<file path="src/rtl/fft_out_streamer.sv">
// fft_out_streamer
// Shadow-buffers one FFT result frame on the stage's frame_valid pulse and
// streams it out one complex word per cycle over a valid/ready handshake.
// Each word is tagged with its bin index, a last flag and a |re|+|im|
// magnitude estimate. The FFT stage can start its next frame while this one
// drains. A frame arriving while another is still held is dropped and
// recorded in the sticky overrun flag.
module fft_out_streamer #(
  parameter int N      = 32,
  parameter int MSB    = 16,
  parameter int BITREV = 0
) (
  input  logic                 clk,
  input  logic                 rst_n,
  input  logic                 frame_valid,
  input  logic [N*MSB-1:0]     fft_data_in,
  input  logic                 o_ready,
  input  logic                 clr_overrun,
  output logic                 o_valid,
  output logic [MSB-1:0]       o_data,
  output logic [MSB/2:0]       o_mag,
  output logic [$clog2(N)-1:0] o_index,
  output logic                 o_last,
  output logic                 busy,
  output logic                 overrun
);

  localparam int LW = $clog2(N);
  localparam int HW = MSB / 2;
  localparam logic [LW-1:0] CNT_LAST = LW'(N - 1);

  typedef enum logic [1:0] {
    ST_IDLE   = 2'd0,
    ST_LOAD   = 2'd1,
    ST_STREAM = 2'd2
  } state_e;

  // Absolute value of a signed half-word, widened by one bit so that the
  // most negative input (-2^(HW-1)) maps to +2^(HW-1) without overflow.
  function automatic logic [HW:0] abs_ext(input logic [HW-1:0] v);
    logic [HW:0] ext;
    ext = {v[HW-1], v};
    if (v[HW-1]) begin
      abs_ext = ~ext + {{HW{1'b0}}, 1'b1};
    end else begin
      abs_ext = ext;
    end
  endfunction

  // |re| + |im| of one complex word. Both terms are at most 2^(HW-1), so
  // the sum is at most 2^HW and always fits in HW+1 bits.
  function automatic logic [HW:0] mag_est(input logic [MSB-1:0] w);
    mag_est = abs_ext(w[MSB-1:HW]) + abs_ext(w[HW-1:0]);
  endfunction

  // Mirror the bit order of a bin counter.
  function automatic logic [LW-1:0] bit_rev(input logic [LW-1:0] c);
    logic [LW-1:0] r;
    r = {LW{1'b0}};
    for (int i = 0; i < LW; i++) begin
      r[i] = c[LW-1-i];
    end
    bit_rev = r;
  endfunction

  // Registered state
  state_e             state_q,   state_d;
  logic [N*MSB-1:0]   shadow_q,  shadow_d;
  logic [LW-1:0]      cnt_q,     cnt_d;
  logic               o_valid_q, o_valid_d;
  logic [MSB-1:0]     o_data_q,  o_data_d;
  logic [HW:0]        o_mag_q,   o_mag_d;
  logic [LW-1:0]      o_index_q, o_index_d;
  logic               o_last_q,  o_last_d;
  logic               busy_q,    busy_d;
  logic               overrun_q, overrun_d;

  // Combinational helpers
  logic [MSB-1:0]     words_s [N];
  logic               xfer_s;
  logic               last_xfer_s;
  logic               drop_s;
  logic [LW-1:0]      pres_cnt_s;
  logic [LW-1:0]      pres_bin_s;
  logic [MSB-1:0]     pres_word_s;
  logic [HW:0]        pres_mag_s;
  logic               pres_last_s;

  // Slice the shadow frame into an indexable array of complex words.
  always_comb begin
    for (int k = 0; k < N; k++) begin
      words_s[k] = shadow_q[k*MSB +: MSB];
    end
  end

  // Handshake decode and selection of the word to present on the next edge.
  // In LOAD the counter already points at word 0; in STREAM the next word is
  // one past the word currently on the outputs.
  always_comb begin
    xfer_s      = o_valid_q & o_ready;
    last_xfer_s = xfer_s & o_last_q;
    if (state_q == ST_LOAD) begin
      pres_cnt_s = cnt_q;
    end else begin
      pres_cnt_s = cnt_q + LW'(1);
    end
    if (BITREV != 0) begin
      pres_bin_s = bit_rev(pres_cnt_s);
    end else begin
      pres_bin_s = pres_cnt_s;
    end
    pres_word_s = words_s[pres_bin_s];
    pres_mag_s  = mag_est(pres_word_s);
    pres_last_s = (pres_cnt_s == CNT_LAST);
  end

  // Next-state, capture and output-register logic of the streaming FSM.
  always_comb begin
    state_d   = state_q;
    shadow_d  = shadow_q;
    cnt_d     = cnt_q;
    o_valid_d = o_valid_q;
    o_data_d  = o_data_q;
    o_mag_d   = o_mag_q;
    o_index_d = o_index_q;
    o_last_d  = o_last_q;
    case (state_q)
      ST_IDLE: begin
        if (frame_valid) begin
          state_d  = ST_LOAD;
          shadow_d = fft_data_in;
          cnt_d    = {LW{1'b0}};
        end else begin
          state_d  = ST_IDLE;
        end
      end
      ST_LOAD: begin
        // Shadow is now stable: register word 0 onto the outputs.
        state_d   = ST_STREAM;
        cnt_d     = pres_cnt_s;
        o_valid_d = 1'b1;
        o_data_d  = pres_word_s;
        o_mag_d   = pres_mag_s;
        o_index_d = pres_bin_s;
        o_last_d  = pres_last_s;
      end
      ST_STREAM: begin
        if (last_xfer_s) begin
          // Final word accepted; a coincident frame is taken back-to-back.
          o_valid_d = 1'b0;
          o_last_d  = 1'b0;
          if (frame_valid) begin
            state_d  = ST_LOAD;
            shadow_d = fft_data_in;
            cnt_d    = {LW{1'b0}};
          end else begin
            state_d  = ST_IDLE;
          end
        end else if (xfer_s) begin
          state_d   = ST_STREAM;
          cnt_d     = pres_cnt_s;
          o_valid_d = 1'b1;
          o_data_d  = pres_word_s;
          o_mag_d   = pres_mag_s;
          o_index_d = pres_bin_s;
          o_last_d  = pres_last_s;
        end else begin
          // Stalled or idle handshake: every output holds.
          state_d   = ST_STREAM;
        end
      end
      default: begin
        state_d   = ST_IDLE;
        cnt_d     = {LW{1'b0}};
        o_valid_d = 1'b0;
        o_last_d  = 1'b0;
      end
    endcase
  end

  // busy tracks the registered state; overrun is sticky with set over clear.
  always_comb begin
    busy_d = (state_d != ST_IDLE);
    if (state_q == ST_LOAD) begin
      drop_s = frame_valid;
    end else if (state_q == ST_STREAM) begin
      drop_s = frame_valid & ~last_xfer_s;
    end else begin
      drop_s = 1'b0;
    end
    if (drop_s) begin
      overrun_d = 1'b1;
    end else if (clr_overrun) begin
      overrun_d = 1'b0;
    end else begin
      overrun_d = overrun_q;
    end
  end

  // State and output registers with asynchronous active-low reset.
  always_ff @(posedge clk or negedge rst_n) begin
    if (!rst_n) begin
      state_q   <= ST_IDLE;
      shadow_q  <= {(N*MSB){1'b0}};
      cnt_q     <= {LW{1'b0}};
      o_valid_q <= 1'b0;
      o_data_q  <= {MSB{1'b0}};
      o_mag_q   <= {(HW+1){1'b0}};
      o_index_q <= {LW{1'b0}};
      o_last_q  <= 1'b0;
      busy_q    <= 1'b0;
      overrun_q <= 1'b0;
    end else begin
      state_q   <= state_d;
      shadow_q  <= shadow_d;
      cnt_q     <= cnt_d;
      o_valid_q <= o_valid_d;
      o_data_q  <= o_data_d;
      o_mag_q   <= o_mag_d;
      o_index_q <= o_index_d;
      o_last_q  <= o_last_d;
      busy_q    <= busy_d;
      overrun_q <= overrun_d;
    end
  end

  assign o_valid = o_valid_q;
  assign o_data  = o_data_q;
  assign o_mag   = o_mag_q;
  assign o_index = o_index_q;
  assign o_last  = o_last_q;
  assign busy    = busy_q;
  assign overrun = overrun_q;

endmodule

</file>
<file path="config.mk">
export PLATFORM = sky130hd
export DESIGN_NAME = fft_out_streamer
export DESIGN_NICKNAME = d
export VERILOG_FILES = /design/src/rtl/fft_out_streamer.sv
export SDC_FILE = /design/constraint.sdc
export NUM_CORES = 1
export LEC_CHECK = 0
export CAP_MARGIN = 20
export CORE_MARGIN = 1
export CORE_UTILIZATION = 53
export CTS_BUF_LIST = sky130_fd_sc_hd__clkbuf_4 sky130_fd_sc_hd__clkbuf_8
export DETAILED_ROUTE_END_ITERATION = 8
export PLACE_DENSITY = 0.83
export SYNTH_ARGS = -nofsm -noshare
export SYNTH_HDL_FRONTEND = slang
export SYNTH_SLANG_ARGS = --single-unit
export TNS_END_PERCENT = 1
</file>
<file path="constraint.sdc">
create_clock -name clk -period 6.5 [get_ports clk]
set_input_delay 1.3 -clock clk [delete_from_list [all_inputs] [get_ports clk]]
set_output_delay 1.3 -clock clk [all_outputs]
set_load 0.02 [all_outputs]
</file>
==> reports/qor.yml <==
status:
  outcome: "complete, but fails checks"
  violations: "design-rule violations"
clock_tree:
  tritoncts: "built"
  ctsResizeCount: 0
  cts.sinks: 553
  clk_transition_reported_paths_ns: 0.07
  insertion_delay_ns: 0.69
  cts_buffers: 92
  hold_buffers: 0
  root_buffer: "clkbuf_8"
  cts_buffer_depth: 3
  htreeDepth: 3
  post_cts_buffers: 0
yosys:
  synth_area_mm2: 0.02553
  synth_cell_types: 70
  yosysTopAreaCellShare_pct: 54.20
  syn_inst: 1716
  yosys_warnings: 0
  synth_area_leader_cell: "dfrtp_1"
  syn_avg_cell_area_um2: 14.88
  async_flop_share_pct: 100.0
  syn-num-nets: 2250
  synth_area_leaders: "dfrtp_1 54%, mux2_2 23%, mux4_2 9.3%, mux2i_1 2.0%, clkbuf_1 1.0%"
  synth_compound_area_share_pct: 3.048
  synth_top_family_by_area: "multiplexers"
  synthSimpleGateAreaFrac_pct: 3.558
  synthMuxAreaShare_pct: 35.18
  yosys_register_bits: 553
  ys_seq_area_share_pct: 54.20
  synthAdderAreaFrac_pct: 0.8624
  synth_xor_area_share_pct: 0.8183
  synth_ff_type: "dfrtp_1"
  synth-edff-count: 0
critical_path:
  rr_startpoint: "state_q[1]"
  crit_path_max_fanout: 24
  r2r_cells: 22
  crit_type: "register to register"
  rr_endpoint: "o_mag[7]"
  slowest_stage: "xnor2_4"
  worst_ep_arrival_time_ns: 6.31
  startpoint_type: "register"
  cp_cell_sequence: "inv_1 -> ha_1 -> nand4b_2 -> xnor2_4 -> buf_12 -> buf_4 -> mux2i_1 -> o2bb2ai_1 -> a211oi_1 -> nand4_1 -> ha_1 -> inv_1 -> mux2i_1 -> ha_1 -> a21o_1 -> a21oi_1 -> o21ai_0 -> a21oi_1 -> o21bai_1 -> a21oi_1 -> xor2_1 -> o21ai_0"
  r2r_setup_slack_ns: 0.75
  critPathCaptureType: "register"
  cp.required_ns: 7.06
  cpPeakStageDelay_ns: 0.73
place:
  dp_hpwl_um: 58820
  dpl_cell_area_mm2: 0.03173
  gp_congestion: 0.9670
  portBuffers: 550
power:
  p_per_area_mw_per_mm2: 574.5
  ir_worst_vdd_v: 0.0006192
  p_leak_nw: 13.82
  total_power_mw: 19.45
floorplanning:
  ios: 551
  dieArea_mm2: 0.04906
  row_count: 80
  die_x_um: 221.5
  dieHeight_um: 221.5
  core_mm2: 0.04765
  initial_core_util_pct: 53.59
sta:
  drv_slew: 0
  min_period_over_period_pct: 88.49
  fmax_mhz: 173.9
  fin_worst_skew_ns: 0.01697
  relSlewSlack_pct: 34.20
  final.setup.tns_ns: 0
  finalSetupViolCount: 0
  fin_hold_ws_ns: 0.4850
  rsz0062_at_grt: "no"
  hold_viol_final: 0
  worst_pin_slew_ns: 0.9870
  min_period_ns: 5.752
min_path:
  whs_path_depth: 2
  min_from: "o_data[6]"
  hp-class: "register to register"
  min_to: "o_data[6]"
detailed_routing:
  drc: 2
  ant_nets: 0
  viasPerCell: 5.853
  first_pass_iters: 9
  routed_wl_um: 79610
  drt_iter0_drc: 1371
  vias: 17480
  wl_per_cell_um: 26.66
global_routing:
  grt.total_usage_pct: 32.85
  grt_pass1_vias: 18650
  antenna_found_initial: 31
  grt_max_degree: 170
  grt_pass1_wl_um: 118100
  overflow: 0
layout:
  area_growth_pct: 32.59
  drive_gt1_share_pct: 35.80
  stdcell_area_mm2: 0.03386
  nNetsFinal: 2815
run:
  drv_cap: 0
-- critical path, delay by kind of cell (launching register included) --
kind	cells	cell delay (ns)
xor+xnor	2	0.93
mux	2	0.30
buf+inv	4	0.64
simple gates	2	0.72
flops	1	0.38
compound gates	9	1.58
fa+ha+maj	3	1.04
-- layer usage --
layer,track usage [%],share of wire [%]
met5,0,0.19
met2,51.66,48
met4,15.28,4.4
met1,41.48,39
met3,10.75,8.4
-- Yosys cell counts (all sizes together) (3+ instances only) --
| library cell | count |
|---|---|
| and3 | 3 |
| a32o | 3 |
| a32oi | 3 |
| xor2 | 7 |
| mux4 | 114 |
| nor4 | 6 |
| a31oi | 8 |
| nand2b | 3 |
| o2bb2ai | 3 |
| nand2 | 62 |
| ha | 16 |
| nor3 | 23 |
| inv | 16 |
| mux2i | 51 |
| a22oi | 4 |
| a221oi | 4 |
| nand4 | 7 |
| o31ai | 3 |
| o22ai | 11 |
| o21ai | 21 |
| nor2 | 51 |
| and2 | 4 |
| nand3 | 22 |
| mux2 | 520 |
| a21oi | 32 |
| o211ai | 5 |
| nor2b | 3 |
| buf | 41 |
| a211oi | 3 |
| xnor2 | 16 |
| dfrtp | 553 |
| clkbuf | 70 |
-- power breakdown --
part	leakage (nW)	total [mW]	internal [mW]	switching [mW]
Sequential	6.50	6.34	5.22	1.11
Clock	1.07	3.35	1.94	1.41
Combinational	6.25	9.76	4.92	4.85
-- registers in the layout, summed over array words and instances, names as in the netlist --
name / count
overrun: 1
o_mag: 9
state_q: 2
o_index: 5
shadow_q: 512
o_last: 1
busy: 1
o_data: 16
cnt_q: 5
o_valid: 1
-- cell families (layout without fill, tap and decap cells) --
| family | Yosys count | count (layout) |
|---|---|---|
| muxes | 685 | 685 |
| buffers and inverters | 128 | 764 |
| DFF | 553 | 553 |
| and+or+nand+nor | 192 | 192 |
| adders and majority gates | 17 | 17 |
| xor gates and xnor gates | 23 | 23 |
| AOI/OAI and AO/OA | 118 | 118 |
| other | 0 | 19 |
-- worst max path at each step --
stage	startpoint	endpoint	cells after the start	slack, ns
floorplan	state_q[0]	o_mag[7]	24	1.81
global placement	state_q[1]	o_mag[7]	22	1.03
detailed placement	state_q[1]	o_mag[7]	22	0.85
CTS	state_q[1]	o_mag[7]	22	0.82
global route	state_q[1]	o_mag[7]	22	0.39
finish	state_q[1]	o_mag[7]	22	0.75
-- stage by stage --
step	setup slack, ns	util, %	cells
floorplan	1.814	-	1716
global placement	1.027	66.59	2800
detailed placement	0.8471	66.59	2800
CTS	0.8241	70.87	2965
global route	0.3900	71.04	2983
finish	0.7481	71.06	2986
-- placed cells by master, fill, tap and decap left out, types with 4 or more instances in the layout --
cell type	instances
o211ai_1	4
o22ai_1	10
a21oi_1	32
o21ai_0	19
nand2_1	61
mux2_2	519
nand3_1	21
mux4_2	105
buf_4	21
xnor2_1	12
mux4_1	9
and2_1	4
diode_2	19
xor2_1	6
ha_1	15
mux2i_1	49
dfrtp_1	553
clkinvlp_4	5
nor2_1	51
nand4_1	7
nor3_1	22
a221oi_1	4
buf_12	11
a31oi_1	8
clkbuf_8	119
clkdlybuf4s50_1	549
clkinv_2	5
nor4_1	5
inv_1	15
a22oi_1	4
clkbuf_4	31
-- cell type report --
class	instances	area, µm²
Fill cell	3237	13790
Clock inverter	15	170.2
Sequential cell	553	13840
Clock buffer	150	1871
Antenna cell	19	47.55
Timing Repair Buffer	582	5888
Inverter	17	63.81
Multi-Input combinational cell	1035	11210
Tap cell	615	769.5
Power figures use the tool's default switching activity.
